File: config.mk
export PLATFORM = sky130hd
export DESIGN_NAME = bp_access_sched
export DESIGN_NICKNAME = d
export VERILOG_FILES = /design/src/rtl/bp_access_sched.sv
export SDC_FILE = /design/constraint.sdc
export NUM_CORES = 1
export LEC_CHECK = 0
export ABC_AREA = 1
export CORE_MARGIN = 5
export CORE_UTILIZATION = 46
export CTS_CLUSTER_SIZE = 16
export DETAILED_ROUTE_END_ITERATION = 16
export PLACE_DENSITY = 0.75
export SLEW_MARGIN = 20
export SYNTH_ARGS = -nofsm -noshare
export SYNTH_HDL_FRONTEND = slang
export SYNTH_SLANG_ARGS = --single-unit
export TNS_END_PERCENT = 10
File: constraint.sdc
create_clock -name clk -period 1.84 [get_ports clk]
set_clock_uncertainty 0.05 [all_clocks]
set_input_delay 0.368 -clock clk [delete_from_list [all_inputs] [get_ports clk]]
set_output_delay 0.368 -clock clk [all_outputs]
set_load 0.02 [all_outputs]
File: src/rtl/bp_access_sched.sv
// Arbitrates the gshare predictor's single BHT/GHR port between fetch lookups and
// queued execute-stage updates, shaping the start/update pulses the predictor expects.
module bp_access_sched #(
    parameter int ADDR_BITS    = 8,
    parameter int FIFO_DEPTH   = 4,
    parameter int STARVE_LIMIT = 4
) (
    input  logic                 clk,
    input  logic                 rst,
    input  logic                 fetch_req,
    input  logic [ADDR_BITS-1:0] fetch_addr,
    input  logic [6:0]           fetch_opcode,
    output logic                 fetch_gnt,
    output logic                 pred_valid,
    output logic                 pred_taken,
    input  logic                 res_valid,
    input  logic [ADDR_BITS-1:0] res_addr,
    input  logic                 res_taken,
    input  logic                 res_predicted,
    output logic                 res_ready,
    output logic                 mispredict,
    output logic                 bp_start,
    output logic [ADDR_BITS-1:0] bp_addr,
    output logic [6:0]           bp_opcode,
    input  logic                 bp_prediction,
    output logic                 bp_update,
    output logic [ADDR_BITS-1:0] bp_update_addr,
    output logic                 bp_taken
);
    localparam int PTR_W = (FIFO_DEPTH > 1) ? $clog2(FIFO_DEPTH) : 1;
    localparam int CNT_W = $clog2(FIFO_DEPTH + 1);
    localparam int STV_W = $clog2(STARVE_LIMIT + 1);
    localparam logic [CNT_W-1:0] FIFO_FULL_CNT = CNT_W'(FIFO_DEPTH);
    localparam logic [STV_W-1:0] STARVE_MAX    = STV_W'(STARVE_LIMIT);

    typedef enum logic [1:0] {S_IDLE, S_LOOK, S_UPD} state_t;

    state_t state_reg, state_next;

    logic [ADDR_BITS-1:0] addr_mem  [FIFO_DEPTH];
    logic                 taken_mem [FIFO_DEPTH];

    logic [PTR_W-1:0]     wr_ptr_reg, rd_ptr_reg;
    logic [CNT_W-1:0]     count_reg;
    logic [STV_W-1:0]     starve_reg;
    logic [ADDR_BITS-1:0] bp_addr_reg, bp_update_addr_reg;
    logic [6:0]           bp_opcode_reg;
    logic                 bp_taken_reg, pred_valid_reg, pred_taken_reg, mispredict_reg;

    logic fifo_full, fifo_empty, push, upd_elig, upd_win, look_win;

    assign fifo_full  = (count_reg == FIFO_FULL_CNT);
    assign fifo_empty = (count_reg == '0);
    assign res_ready  = !fifo_full && !rst;
    assign push       = res_valid && res_ready;
    // Forcing a gap after every update lets bp_update fall before the next rising edge.
    assign upd_elig   = !fifo_empty && (state_reg != S_UPD);

    always_ff @(posedge clk) begin
        if (rst) state_reg <= S_IDLE;
        else     state_reg <= state_next;
    end

    always_comb begin
        upd_win    = 1'b0;
        look_win   = 1'b0;
        state_next = S_IDLE;
        if (upd_elig && (fifo_full || starve_reg == STARVE_MAX || !fetch_req)) begin
            upd_win    = 1'b1;
            state_next = S_UPD;
        end else if (fetch_req) begin
            look_win   = 1'b1;
            state_next = S_LOOK;
        end
    end

    always_comb begin
        fetch_gnt = look_win && !rst;
        bp_start  = (state_reg == S_LOOK) && !rst;
        bp_update = (state_reg == S_UPD) && !rst;
    end

    always_ff @(posedge clk) begin
        if (push) begin
            addr_mem[wr_ptr_reg]  <= res_addr;
            taken_mem[wr_ptr_reg] <= res_taken;
        end
    end

    always_ff @(posedge clk) begin
        if (rst) begin
            wr_ptr_reg <= '0;
            rd_ptr_reg <= '0;
            count_reg  <= '0;
        end else begin
            if (push)    wr_ptr_reg <= wr_ptr_reg + PTR_W'(1);
            if (upd_win) rd_ptr_reg <= rd_ptr_reg + PTR_W'(1);
            case ({push, upd_win})
                2'b10:   count_reg <= count_reg + CNT_W'(1);
                2'b01:   count_reg <= count_reg - CNT_W'(1);
                default: count_reg <= count_reg;
            endcase
        end
    end

    always_ff @(posedge clk) begin
        if (rst) begin
            starve_reg         <= '0;
            bp_addr_reg        <= '0;
            bp_opcode_reg      <= '0;
            bp_update_addr_reg <= '0;
            bp_taken_reg       <= 1'b0;
            pred_valid_reg     <= 1'b0;
            pred_taken_reg     <= 1'b0;
            mispredict_reg     <= 1'b0;
        end else begin
            if (upd_win || fifo_empty)
                starve_reg <= '0;
            else if (upd_elig && look_win && starve_reg != STARVE_MAX)
                starve_reg <= starve_reg + STV_W'(1);
            if (look_win) begin
                bp_addr_reg   <= fetch_addr;
                bp_opcode_reg <= fetch_opcode;
            end
            if (upd_win) begin
                bp_update_addr_reg <= addr_mem[rd_ptr_reg];
                bp_taken_reg       <= taken_mem[rd_ptr_reg];
            end
            pred_valid_reg <= bp_start;
            pred_taken_reg <= bp_start && bp_prediction;
            mispredict_reg <= push && (res_taken != res_predicted);
        end
    end

    // Registered flags are masked so nothing queued before reset leaks out during it.
    assign pred_valid     = pred_valid_reg && !rst;
    assign pred_taken     = pred_taken_reg && !rst;
    assign mispredict     = mispredict_reg && !rst;
    assign bp_addr        = bp_addr_reg;
    assign bp_opcode      = bp_opcode_reg;
    assign bp_update_addr = bp_update_addr_reg;
    assign bp_taken       = bp_taken_reg;
endmodule

## Word level (Yosys, flattened, before mapping)

Memories as Yosys holds them, arrays and structs flattened. A register that Yosys moved wholly into a read port is not among the register bits.
Index checks and enable logic that the tools add are counted.

- Register bits after elaboration: 30
- Memory bits (writable): 36
- Input port bits: 30
- Logic and storage cells: 60
- Memories: 2

Memories:

| name | words | width | read ports | clocked after memory_dff | wr ports | line | source |
|---|---|---|---|---|---|---|---|
| addr_mem | 4 | 8 | 1 | 1 | 1 | 40 | `logic [ADDR_BITS-1:0] addr_mem [FIFO_DEPTH];` |
| taken_mem | 4 | 1 | 1 | 1 | 1 | 41 | `logic taken_mem [FIFO_DEPTH];` |

- Add/sub/neg operators: 5
- Equality and inequality tests: 9
- Muxes and demuxes: 8
- Reductions and logical operators: 25

Operators by type and width:

| cell | number |
|---|---|
| 1-bit logical AND | 14 |
| 3-bit by 1-bit adder with 3-bit output (second input constant) | 2 |
| 3-bit equality test (second input constant) | 2 |
| 1-bit two-way mux | 6 |
| 3-bit one-hot mux with 2 select lines | 1 |
| 2-bit by 1-bit adder with 2-bit output (second input constant) | 2 |
| 2-bit by 1-bit equality test with 1-bit output (second input constant) | 2 |
| 2-bit equality test (second input constant) | 2 |
| 1-bit zero test | 4 |
| 2-bit OR reduction | 2 |
| 3-bit zero test | 1 |
| 1-bit logical OR | 3 |
| 3-bit != test (second input constant) | 1 |
| 3-bit by 1-bit subtractor with 3-bit output (second input constant) | 1 |
| 2-bit two-way mux | 1 |
| 2-bit != test (second input constant) | 1 |
| 2-bit nonzero test | 1 |
| 1-bit != test | 1 |

## Logic depth before layout (Yosys ltp)

Gate-level depths: netlist (run 1).

- Depth in word-level cells: 7
- Depth in mapped cells: 14

## Least setup slack after synthesis (run 1)

OpenSTA, ideal clock, no wires.

- Kind: register to register
- Start point: reg starve_reg[0]
- End point: reg count_reg[2]
- Setup time: 0.113 ns
- Data arrival time: 1.779 ns
- Required time: 1.677 ns
- Setup slack: -0.102 ns
- Stages on the path, launching flop included: 14
- Cells stage by stage: dfxtp_1 > inv_1 > ha_1 > nand2_1 > nand3_4 > nand2_4 > inv_1 > ha_1 > inv_1 > fa_1 > a21oi_1 > o21ai_0 > nor2_1 > nor2_1

- Cells in the longest elaborated chain, start to end: 7

Ends and longest elaborated chain:

| what | line | source |
|---|---|---|
| start: declaration | 45 | `logic [STV_W-1:0] starve_reg;` |
| start signal: assignment | 120 | `starve_reg <= starve_reg + STV_W'(1);` |
| 3-bit equality test (*) | 68 | `if (upd_elig && (fifo_full \|\| starve_reg == STARVE_MAX \|\| !fetch_req)) begin` |
| 1-bit logical OR (*) (2 in series) | 68 |  |
| 1-bit logical AND (*) | 68 |  |
| 1-bit two-way mux (*) | 68 |  |
| net upd_win | 50 | `logic fifo_full, fifo_empty, push, upd_elig, upd_win, look_win;` |
| 2-bit by 1-bit equality test with 1-bit output / 2-bit equality test (equally long branches) | 98 | `case ({push, upd_win})` |
| 3-bit one-hot mux with 2 select lines / 2-bit nonzero test (equally long branches) | - |  |
| end signal: assignment | 99 | `2'b10: count_reg <= count_reg + CNT_W'(1);` |
| end signal: assignment | 100 | `2'b01: count_reg <= count_reg - CNT_W'(1);` |
| end signal: assignment | 101 | `default: count_reg <= count_reg;` |
| end: declaration | 44 | `logic [CNT_W-1:0] count_reg;` |

The timed path passes the listed nets; every way through them passes the cells marked *.
A chain may end at the register's enable or synchronous reset.

## Worst setup path in the final report (run 1)

Same ends and word-level chain as after synthesis.

==> metrics.cfg, run 1 <==
[run_status]
status = complete, but fails checks
violations = negative setup slack

[cells_and_area]
drive_gt1_frac = 0.2023
antenna_cells = 0
layout_common_cells = 55 x nor2_1, 53 x clkdlybuf4s50_1, 44 x nand2_1, 37 x buf_4
final_common_cell = nor2_1
num-nets-final = 463
synthToLayoutAreaGrowth_pct = 35.02
nFillCells = 576
fin_area_um2 = 4274
largest_reg_flops = 32

[yosys]
synth_cell_types = 29
syn_area_per_cell_um2 = 9.506
synth_seq_cells = 75
ys_seq_area_frac = 0.5881
synth_cells = 333
ys_warn_count = 0
syn_area_um2 = 3166
synth_nets = 371

[clock_network]
numClockSinks = 75
cts_buffer_depth = 2
clk_latency_ns = 0.34
htreeDepth = 3
holdBufCountCts = 0
cts_buffers = 9
cts_tree = done
clockRootBuffer = clkbuf_8
clk_pin_slew_worst_paths_ns = 0.08

[floorplan]
fp.dieH_um = 92.96
dieArea_um2 = 8641
fp-row-count = 30
start_util = 0.4685
dieWidth_um = 92.96
core_um2 = 6756
boundaryPins = 61

[timing]
slew_viol_final = 0
whs_ns = 0.4187
worstMarginPinSlew_ns = 0.4552
setup_ws_ns = -0.1232
rsz0062_at_grt = true
final.min_clock_period_ns = 1.963
finalSetupViolCount = 2
max_freq_mhz = 509.4
hold_viol = 0
post-route-period-util = 1.067
tns_ns = -0.2055
relSlewSlack = 0.6962

[global_route]
grt_pass1_wl_um = 11960
grt_overflow = 0
grt.total_usage = 0.1781
grt_max_degree = 35
grt_antenna_before_repair = 0
grt_pass1_vias = 2554

[place]
io_buffers = 60
post-dp-hpwl_um = 4940
dp_slack_ns = -0.4168
gp_congestion = 0.7650
placed_area_um2 = 4039

[drt]
first_pass_iters = 4
vias = 2528
route.detailed.drc = 0
ant_nets = 0
drtIter0Drc = 143
wl_per_cell_um = 14.36
routed_via_density = 4.957
wl_um = 7323

[worst_setup_path]
worstPathArrival_ns = 2.15
path_class = flop to flop
cp_cell_sequence = inv_2 > ha_4 > nand2_4 > nand3_4 > nand2_4 > buf_6 > inv_4 > ha_4 > inv_2 > fa_2 > a21oi_2 > o21ai_2 > nor2_1 > nor2_1
critPathMaxFanout = 3
critical-path-slowest-cell = fa_2
crit_path_start_kind = flop
endpoint_kind = flop
slowest_delay_ns = 0.35
crit_required_ns = 2.03

[pwr]
power_density_nw_per_um2 = 1434
p_leak_nw = 1.748
vdd_drop_max_mv = 0.7855

[min_path]
worstHoldPathType = flop to flop

[run]
maxCapViolCount = 0

what timing repair did:
action	CTS	global route
pin swaps	5	3
gates resized for setup	30	5
setup endpoints to repair	9	8
buffers inserted	4	1
where the power goes:
part	leakage [nW]	switching (mW)	internal, mW
clock	0.0909	0.577	0.623
sequential	0.649	0.187	2.03
combinational	1.01	1.52	1.19
total	1.75	2.28	3.84
layer usage:
layer,up-vias,GRT usage,part of all wire,wire length (um)
met3,12,0.03574,0.041,299
met1,1186,0.2198,0.44,3188
met4,0,0.07937,0.018,129
li1,1276,-,-,-
met5,-,0,0,0
met2,54,0.3005,0.51,3706
path summary, 6_finish.rpt:
check	start	endpoint	slack [ns]	cells after the start
setup / recovery	starve_reg[0]	count_reg[2]	-0.12	14
hold / removal	bp_update_addr[1]	bp_update_addr[1]	0.42	2
setup reg to reg	starve_reg[0]	count_reg[2]	-0.12	14
hold reg to reg	bp_update_addr[1]	bp_update_addr[1]	0.42	2
cells by family (layout without fill, tap and decap cells):
group           after synthesis  in the layout  synth area share
fa+ha+maj                     8              8           0.03399
simple gates                136            136            0.1992
compound gates               57             57           0.09723
buf+inv                      54            151           0.07312
xor+xnor                      3              3          0.008302
flops                        75             75            0.5881
cell type report:
cell class | instances | area, um2 | share of cell area
Tap cell | 80 | 100.1 | 0.02342
Timing Repair Buffer | 97 | 862.1 | 0.2017
Clock inverter | 5 | 55.05 | 0.01288
Clock buffer | 11 | 131.4 | 0.03074
Inverter | 38 | 145.1 | 0.03396
Multi-Input combinational cell | 204 | 1115 | 0.2608
Sequential cell | 75 | 1866 | 0.4365
cell usage after synthesis, drive strengths merged:
master	n	area share
and2	1	0.0020
nand2	46	0.057
a21oi	25	0.043
clkbuf	4	0.0047
o22ai	9	0.018
nor2	58	0.074
xor2	1	0.0028
dfxtp	39	0.25
o21ai	23	0.036
xnor2	2	0.0055
nand3	28	0.061
nor3	2	0.0032
inv	38	0.045
fa	1	0.0063
buf	12	0.023
edfxtp	36	0.34
ha	7	0.028
nand4	1	0.0020
critical path: cells and delay by family, from the launching register on:
| kind | cells | cell delay, ns |
|---|---|---|
| and+or+nand+nor | 5 | 0.35 |
| buffers and inverters | 4 | 0.28 |
| DFF | 1 | 0.32 |
| AOI/OAI and AO/OA | 2 | 0.24 |
| adders and majority gates | 3 | 0.61 |
per-stage QoR:
step,util,cells,total power [mW]
after CTS,0.6343,509,6.154
after global routing,0.6326,510,6.552
final,0.6326,510,6.128
after floorplan,-,333,3.873
after detailed placement,0.5978,489,4.828
after global placement,0.5978,489,4.754
No activity file was read; power rests on OpenSTA's default activity.
==> run 2: changes to the inputs <==
--- a/config.mk
+++ b/config.mk
@@ -11,6 +11,7 @@
 export CTS_CLUSTER_SIZE = 16
 export DETAILED_ROUTE_END_ITERATION = 16
 export PLACE_DENSITY = 0.75
+export SKIP_CTS_REPAIR_TIMING = 1
 export SLEW_MARGIN = 20
 export SYNTH_ARGS = -nofsm -noshare
 export SYNTH_HDL_FRONTEND = slang
==> run 2 against run 1 <==
Effect of this change: via count decreased by 0.36%; sequential cell count is the same; sequential share of layout area grew 0.38 points; the flow still finishes with violations (negative setup slack); hold slack barely moved; critical endpoint unchanged; wire length is 2.6% lower; critical path depth shrank 1; largest power group unchanged; first-iteration DRC count down 27%; critical path type unchanged; final cell count fell by 0.98%.
==> metrics.cfg, run 2 (synthesis results as in run 1) <==
[run_status]
status = complete, but fails checks
violations = negative setup slack

[drt]
first_pass_iters = 4
routed_via_density = 4.988
wl_per_cell_um = 14.13
wl_um = 7134
vias = 2519
drtIter0Drc = 104
ant_nets = 0
route.detailed.drc = 0

[min_path]
hold_path_end = bp_update_addr[1]
worstHoldStart = bp_update_addr[1]
worstHoldPathType = flop to flop
min_path_cells = 2

[pwr]
power.share.combinational = 0.431
power_density_nw_per_um2 = 1420
pwr-share-clk = 0.200
p_sw_mw = 2.240
vdd_drop_max_mv = 0.7838
p_leak_nw = 1.796
finalPower_mw = 6.012
internal-power_mw = 3.773
p_seq_frac = 0.369
switching_share = 0.3725

[global_route]
grt_pass1_wl_um = 11760
grt.total_usage = 0.1752
grt_max_degree = 35
grt_antenna_before_repair = 0
grt_pass1_vias = 2509
grt_overflow = 0

[timing]
hold_viol = 0
finalSetupViolCount = 2
rsz0062_at_grt = true
relSlewSlack = 0.6938
max_freq_mhz = 510.8
slew_viol_final = 0
setup_ws_ns = -0.1176
worstMarginPinSlew_ns = 0.4587
whs_ns = 0.4191
post-route-period-util = 1.064
final.min_clock_period_ns = 1.958

[cells_and_area]
layout_common_cells = 55 x nor2_1, 53 x clkdlybuf4s50_1, 44 x nand2_1, 37 x dfxtp_1, 36 x edfxtp_1
antenna_cells = 0
num-nets-final = 458
fin_area_um2 = 4234
drive_gt1_frac = 0.1718
multi_input_area_um2 = 1092
largest_reg_flops = 32
nFillCells = 583
regArea_um2 = 1864
final_common_cell = nor2_1
synthToLayoutAreaGrowth_pct = 33.75

[worst_setup_path]
worstPathArrival_ns = 2.15
critical-path-slowest-cell = dfxtp_2
endpoint_kind = flop
worstRegToRegCells = 13
rr_startpoint = count_reg[0]
crit_path_start_kind = flop
cpLargestDelayFamily = simple AND/OR/NAND/NOR gates
worstReg2RegEnd = count_reg[2]
critPathMaxFanout = 4
cp_cell_sequence = nor2_4 > inv_2 > nand3_4 > nand2_4 > buf_4 > inv_4 > ha_4 > inv_2 > fa_2 > a21oi_1 > o21ai_1 > nor2_1 > nor2_1
slowest_delay_ns = 0.34
r2r_setup_slack_ns = -0.12
path_class = flop to flop
crit_required_ns = 2.03
cp.buffers_inverters = 4

[clock_network]
clockRootBuffer = clkbuf_8
htreeDepth = 3
numClockSinks = 75
clk_latency_ns = 0.34
clk_pin_slew_worst_paths_ns = 0.08
cts_tree = done
cts_buffers = 9
cts_buffer_depth = 2

[place]
gp_congestion = 0.7650
io_buffers = 60
post-dp-hpwl_um = 4940
placed_area_um2 = 4039

[floorplan]
dieArea_um2 = 8641
dieWidth_um = 92.96
core_um2 = 6756
start_util = 0.4685
boundaryPins = 61
fp-row-count = 30
fp.dieH_um = 92.96

[run]
maxCapViolCount = 0

==> run 2: per-layer routing <==
layer	global-route usage	up-vias	wire, um
met2	0.2933	53	3544
met3	0.03493	14	363
met4	0.07570	0	133
met5	0	-	0
met1	0.2193	1183	3093
li1	-	1269	-
==> run 2: power by group through the flow <==
stage | clock (mW) | sequential, mW | combinational, mW
final | 1.20 | 2.22 | 2.59
after global routing | 1.29 | 2.25 | 2.90
after CTS | 1.23 | 2.21 | 2.61
after detailed placement | 0 | 2.25 | 2.58
after global placement | 0 | 2.23 | 2.52
after floorplan | 0 | 2.41 | 1.47
==> run 2: area by class of cell <==
class	count	area share
Tap cell	80	0.02364
Sequential cell	75	0.4403
Multi-Input combinational cell	204	0.2580
Clock inverter	5	0.01300
Clock buffer	11	0.03103
Inverter	38	0.03428
Timing Repair Buffer	92	0.1998
==> run 2: worst reg2reg max path: cells and delay by family, from the launching register on <==
kind | cells | cell delay [ns]
AND/OR/NAND/NOR | 5 | 0.49
buffers and inverters | 4 | 0.32
adder cells (fa/ha/maj) | 2 | 0.44
flip-flops | 1 | 0.34
AO/OA/AOI/OAI | 2 | 0.23
==> run 2: worst max path at each step <==
stage | from | endpoint | slack [ns] | cells after the start
floorplan | starve_reg[0] | count_reg[1] | 0.01 | 12
global placement | fetch_req | fetch_gnt | -0.40 | 6
detailed placement | fetch_req | count_reg[2] | -0.42 | 12
CTS | starve_reg[1] | fetch_gnt | -0.48 | 8
global route | count_reg[0] | count_reg[2] | -0.27 | 14
finish | count_reg[0] | count_reg[2] | -0.12 | 13
==> run 2: stage by stage <==
step                TNS [ns]  cells  utilization  setup slack [ns]
floorplan                  0    333            -           0.01321
global placement      -5.007    489       0.5978           -0.4013
detailed placement    -6.892    489       0.5978           -0.4168
CTS                   -2.651    505       0.6254           -0.4802
global route         -0.5876    505       0.6267           -0.2743
finish               -0.2182    505       0.6267           -0.1176
==> run 3: changes to the inputs <==
--- a/config.mk
+++ b/config.mk
@@ -10,9 +10,10 @@
 export CORE_UTILIZATION = 46
 export CTS_CLUSTER_SIZE = 16
 export DETAILED_ROUTE_END_ITERATION = 16
+export GPL_TIMING_DRIVEN = 0
 export PLACE_DENSITY = 0.75
+export SETUP_SLACK_MARGIN = 0.5
 export SKIP_CTS_REPAIR_TIMING = 1
-export SLEW_MARGIN = 20
 export SYNTH_ARGS = -nofsm -noshare
 export SYNTH_HDL_FRONTEND = slang
 export SYNTH_SLANG_ARGS = --single-unit
==> run 3 against run 2 <==
Effect of this change: the run still ends with negative setup slack left; utilization up 0.31 points; sequential cell count did not move; wire length is 8.8% higher; final cell count decreased by 0.79%; critical endpoint is now fetch_gnt.
==> metrics.cfg, run 3 (synthesis results as in run 1) <==
[run_status]
status = complete, but fails checks
violations = negative setup slack

[timing]
final.min_clock_period_ns = 2.044
relSlewSlack = 0.6359
max_freq_mhz = 489.2
worstMarginPinSlew_ns = 0.5461
post-route-period-util = 1.111
finalSetupViolCount = 3
whs_ns = 0.3099
rsz0062_at_grt = true
hold_viol = 0
setup_ws_ns = -0.2043
tns_ns = -0.5517
slew_viol_final = 0

[worst_setup_path]
crit_path_start_kind = flop
rr_startpoint = starve_reg[0]
cp.buffers_inverters = 3
cp_cell_sequence = inv_2 > ha_4 > nand2_4 > nand3_4 > nand2_8 > buf_8 > nand2_4 > nor2_2 > buf_6
endpoint_kind = primary output
r2r_setup_slack_ns = -0.18
slowest_delay_ns = 0.36
worstReg2RegEnd = count_reg[2]
crit_required_ns = 1.42
worstPathArrival_ns = 1.63
crit_top_cell = nand2_4
worstSetupPathDepth = 9
crit_end = fetch_gnt
cp-startpoint = starve_reg[0]
cpLargestDelayFamily = simple AND/OR/NAND/NOR gates
critPathMaxFanout = 6
worstRegToRegCells = 15
path_class = flop to primary output
critical-path-slowest-cell = dfxtp_2

[drt]
wl_um = 7759
wl_per_cell_um = 15.49
vias = 2584
first_pass_iters = 4
ant_nets = 0
drtIter0Drc = 111
route.detailed.drc = 0
routed_via_density = 5.158

[clock_network]
cts_buffer_depth = 2
cts_tree = done
clk_latency_ns = 0.35
clk_pin_slew_worst_paths_ns = 0.08
numClockSinks = 75
htreeDepth = 3
cts_buffers = 9
clockRootBuffer = clkbuf_8

[cells_and_area]
final_util = 0.6298
synthToLayoutAreaGrowth_pct = 34.43
final_cells = 501
antenna_cells = 0
drive_gt1_frac = 0.3017
nFillCells = 558
regArea_um2 = 1874
layout_common_cells = 49 x nor2_1, 36 x nand2_1, 36 x edfxtp_1, 31 x dfxtp_1, 28 x inv_1
num-nets-final = 454
multi_input_area_um2 = 1221
final_common_cell = nor2_1
largest_reg_flops = 32

[place]
dp_slack_ns = -0.6751
gp_congestion = 0.7538
io_buffers = 59
numPlacedInstances = 472
post-dp-hpwl_um = 5032

[pwr]
vdd_drop_max_mv = 0.8150
power_density_nw_per_um2 = 1528
p_leak_nw = 1.751

[global_route]
grt_max_degree = 14
grt_pass1_wl_um = 11890
grt.total_usage = 0.1809
grt_antenna_before_repair = 0
grt_overflow = 0
grt_pass1_vias = 2431

[floorplan]
fp.dieH_um = 92.96
dieWidth_um = 92.96
start_util = 0.4685
core_um2 = 6756
fp-row-count = 30
boundaryPins = 61
dieArea_um2 = 8641

[run]
maxCapViolCount = 0

[min_path]
worstHoldPathType = primary input to flop

-- run 3: changes by cell type in the layout (fill, tap and decap cells not counted), moves of 4 or more --
cell	before	now
clkbuf_2	1	24
nor2_1	55	49
buf_6	0	5
nand2_2	1	7
inv_2	5	9
dfxtp_2	2	7
dlymetal6s2s_1	5	0
inv_1	32	28
buf_4	33	15
clkdlybuf4s50_1	53	27
nor2_4	2	7
dfxtp_1	37	31
nand2_1	44	36
buf_2	0	7
-- run 3: how the worst min path moves through the flow --
stage / startpoint / end / slack, ns / depth (start not counted)
floorplan: state_reg[1] / pred_valid_reg / 0.40 / 1
global placement: bp_taken / bp_taken / 0.41 / 2
detailed placement: state_reg[1] / pred_valid_reg / 0.42 / 1
CTS: fetch_req / bp_opcode[6] / 0.35 / 4
global route: rst / state_reg[1] / 0.32 / 2
finish: rst / state_reg[1] / 0.31 / 2
-- run 3: metrics by stage --
step / cell area [um2] / power (mW)
floorplan: 3198 / 3.878
global placement: 3889 / 4.678
detailed placement: 3889 / 4.757
CTS: 4105 / 6.145
global route: 4255 / 6.909
finish: 4255 / 6.503
-- run 3: power breakdown --
group / leakage [nW] / switching (mW) / internal (mW)
Sequential: 0.651 / 0.160 / 2.04
Combinational: 0.997 / 1.74 / 1.17
Clock: 0.103 / 0.625 / 0.766
Total: 1.75 / 2.53 / 3.98
-- run 3: per-layer routing --
layer,vias up,global-route usage,wire length (um)
met4,0,0.06227,131
met1,1225,0.2161,3045
met5,-,0,0
met2,86,0.3071,4024
li1,1262,-,-
met3,11,0.05686,558
-- run 3: cell type report --
type / count / area share
sequential: 75 / 0.4405
multi-input combinational: 204 / 0.2870
timing repair buffer: 72 / 0.1367
inverter: 38 / 0.03411
clock buffer: 10 / 0.02999
buffer: 16 / 0.02735
tap: 80 / 0.02352
clock inverter: 6 / 0.02088
==> RTL edit (settings of run 2) <==
Make the reset (`rst`) asynchronous in 3 clocked blocks.
--- a/src/rtl/bp_access_sched.sv
+++ b/src/rtl/bp_access_sched.sv
@@ -58,3 +58,3 @@
 
-    always_ff @(posedge clk) begin
+    always_ff @(posedge clk or posedge rst) begin
         if (rst) state_reg <= S_IDLE;
@@ -89,3 +89,3 @@
 
-    always_ff @(posedge clk) begin
+    always_ff @(posedge clk or posedge rst) begin
         if (rst) begin
@@ -105,3 +105,3 @@
 
-    always_ff @(posedge clk) begin
+    always_ff @(posedge clk or posedge rst) begin
         if (rst) begin
Formal check against the unedited RTL: differs if rst is asserted again (counterexample within 4 cycles, from zero or initial values and one cycle with rst high); with rst held inactive, the same outputs for 10 cycles.
==> RTL edit against run 2 <==
  * The flow still finishes with violations (negative setup slack)
  * Wire length decreased by 10%
  * Synthesized cell count is 12% lower
  * Power increased by 11%
  * Utilization shrank 0.13 points
  * Sequential cell count unchanged
  * Critical path type unchanged
  * Synthesized area shrank 0.99%
  * Sequential share of layout area rose by 4.9 points
  * Largest cell class unchanged
  * Non-clock buffer count decreased by 4
  * Setup slack better by 0.0068 ns
  * Final area is 0.77% lower
==> RTL edit: results <==
group,metric,value,unit
outcome,outcome,"finished with violations",
outcome,violations,"negative setup slack",
final_layout,nNetsFinal,420,
setup_path,crit_family,"adder cells",
synth,synth_area_leaders,"edfxtp_1 (34%), dfrtp_1 (31%), nand2_1 (8.3%)",
global_route,track_usage,15.8,%
setup_path,arrival,2.13,ns
setup_path,max_stage_delay,0.40,ns
global_route,grt_max_degree,31,
global_route,met3_usage,3.57,%
pwr,p_leak,1.90,nW
setup_path,cp_slowest_cell,"dfrtp_1",
global_route,gr-usage-met1,19.1,%
final_layout,nFlopsAndLatches,75,
min_path,holdCritPathClass,"in -> async",
global_route,use_met2,26.5,%
final_layout,clk_share,4.02,%
final_layout,num-nonclk-inverters,22,
global_route,grt_first_pass_wirelength,10.5,mm
synth,async_flop_share,52.0,%
routing,drt_iter0_markers,100,
final_layout,nonClkBufAreaFrac,19.6,%
setup_path,critPathMaxFanout,2,
routing,drt-met1-wl,2.77,mm
final_layout,n_fill_cell,558,
synth,synth_cell_types,25,
synth,yosys-top-cells-count,"nand2_1 (69), dfrtp_1 (39), nor2_1 (39), edfxtp_1 (36), o21ai_0 (30)",
routing,route.met3.wl,412,um
final_layout,multi_input_area,970,um2
sta,slew_headroom,71.2,%
placement,dp_hpwl,4.61,mm
routing,detailroute.wirelength.met2,3.09,mm
placement,place.gp.congestion,0.837,
final_layout,drive_gt1_share,16.0,%
synth,synthFlopType,"dfrtp_1",
final_layout,multi_input_gates,186,
sta,worst_slack,-0.111,ns
placement,place_ws,-0.455,ns
final_layout,buffers_excl_clock,88,
sta,finalSetupViolCount,2,
global_route,antenna_found_initial,0,
final_layout,ff_latch_area,0.00206,mm2
cts,clockBufferDepth,2,
synth,yosysSeqAreaShare,65.6,%
pwr,ir_drop,0.000630,V
routing,wl_per_cell,13.7,um
synth,syn_nets,332,
routing,vias,2279,
-- RTL edit: power by group --
group / internal, mW / switching, mW / total, mW
logic: 1.34 / 1.75 / 3.10
clock network: 0.498 / 0.610 / 1.11
registers: 2.25 / 0.250 / 2.50
-- RTL edit: stage by stage --
stage | utilization, % | power, mW | instance area, um2 | TNS [ns] | cells
global placement | 60.0 | 5.56 | 4030 | -10.10 | 451
global route | 62.5 | 7.19 | 4200 | -0.382 | 467
floorplan | - | 4.40 | 3180 | -3.25 | 294
detailed placement | 60.0 | 5.66 | 4030 | -10.55 | 451
CTS | 62.5 | 6.77 | 4200 | -2.66 | 467
finish | 62.5 | 6.70 | 4200 | -0.135 | 467
-- RTL edit: kinds of logic (layout without fill, tap and decap cells) --
kind of cell               Yosys count  after routing  share of synthesized area [%]
buffers and inverters               33            126                           4.83
AOI/OAI and AO/OA                   35             35                           5.71
adders and majority gates            8              8                           3.43
xor gates and xnor gates             7              7                           1.96
DFF                                 75             75                           65.6
and+or+nand+nor                    136            136                           18.4
-- RTL edit: path summary, 6_finish.rpt --
path                                            from                   endpoint  slack [ns]  depth (start not counted)
setup / recovery           starve_reg[1]$_DFFE_PP0P_   count_reg[2]$_DFFE_PP0P_       -0.11                         12
hold / removal                                   rst   pred_taken_reg$_DFF_PP0_        0.30                          4
setup reg to reg           starve_reg[1]$_DFFE_PP0P_   count_reg[2]$_DFFE_PP0P_       -0.11                         12
hold reg to reg               bp_addr[7]$_DFFE_PP0N_     bp_addr[7]$_DFFE_PP0N_        0.43                          2
max in group asynchronous                        rst  wr_ptr_reg[1]$_DFFE_PP0P_        1.28                          4
min in group clk                                 rst   pred_valid_reg$_DFF_PP0_        0.33                          2
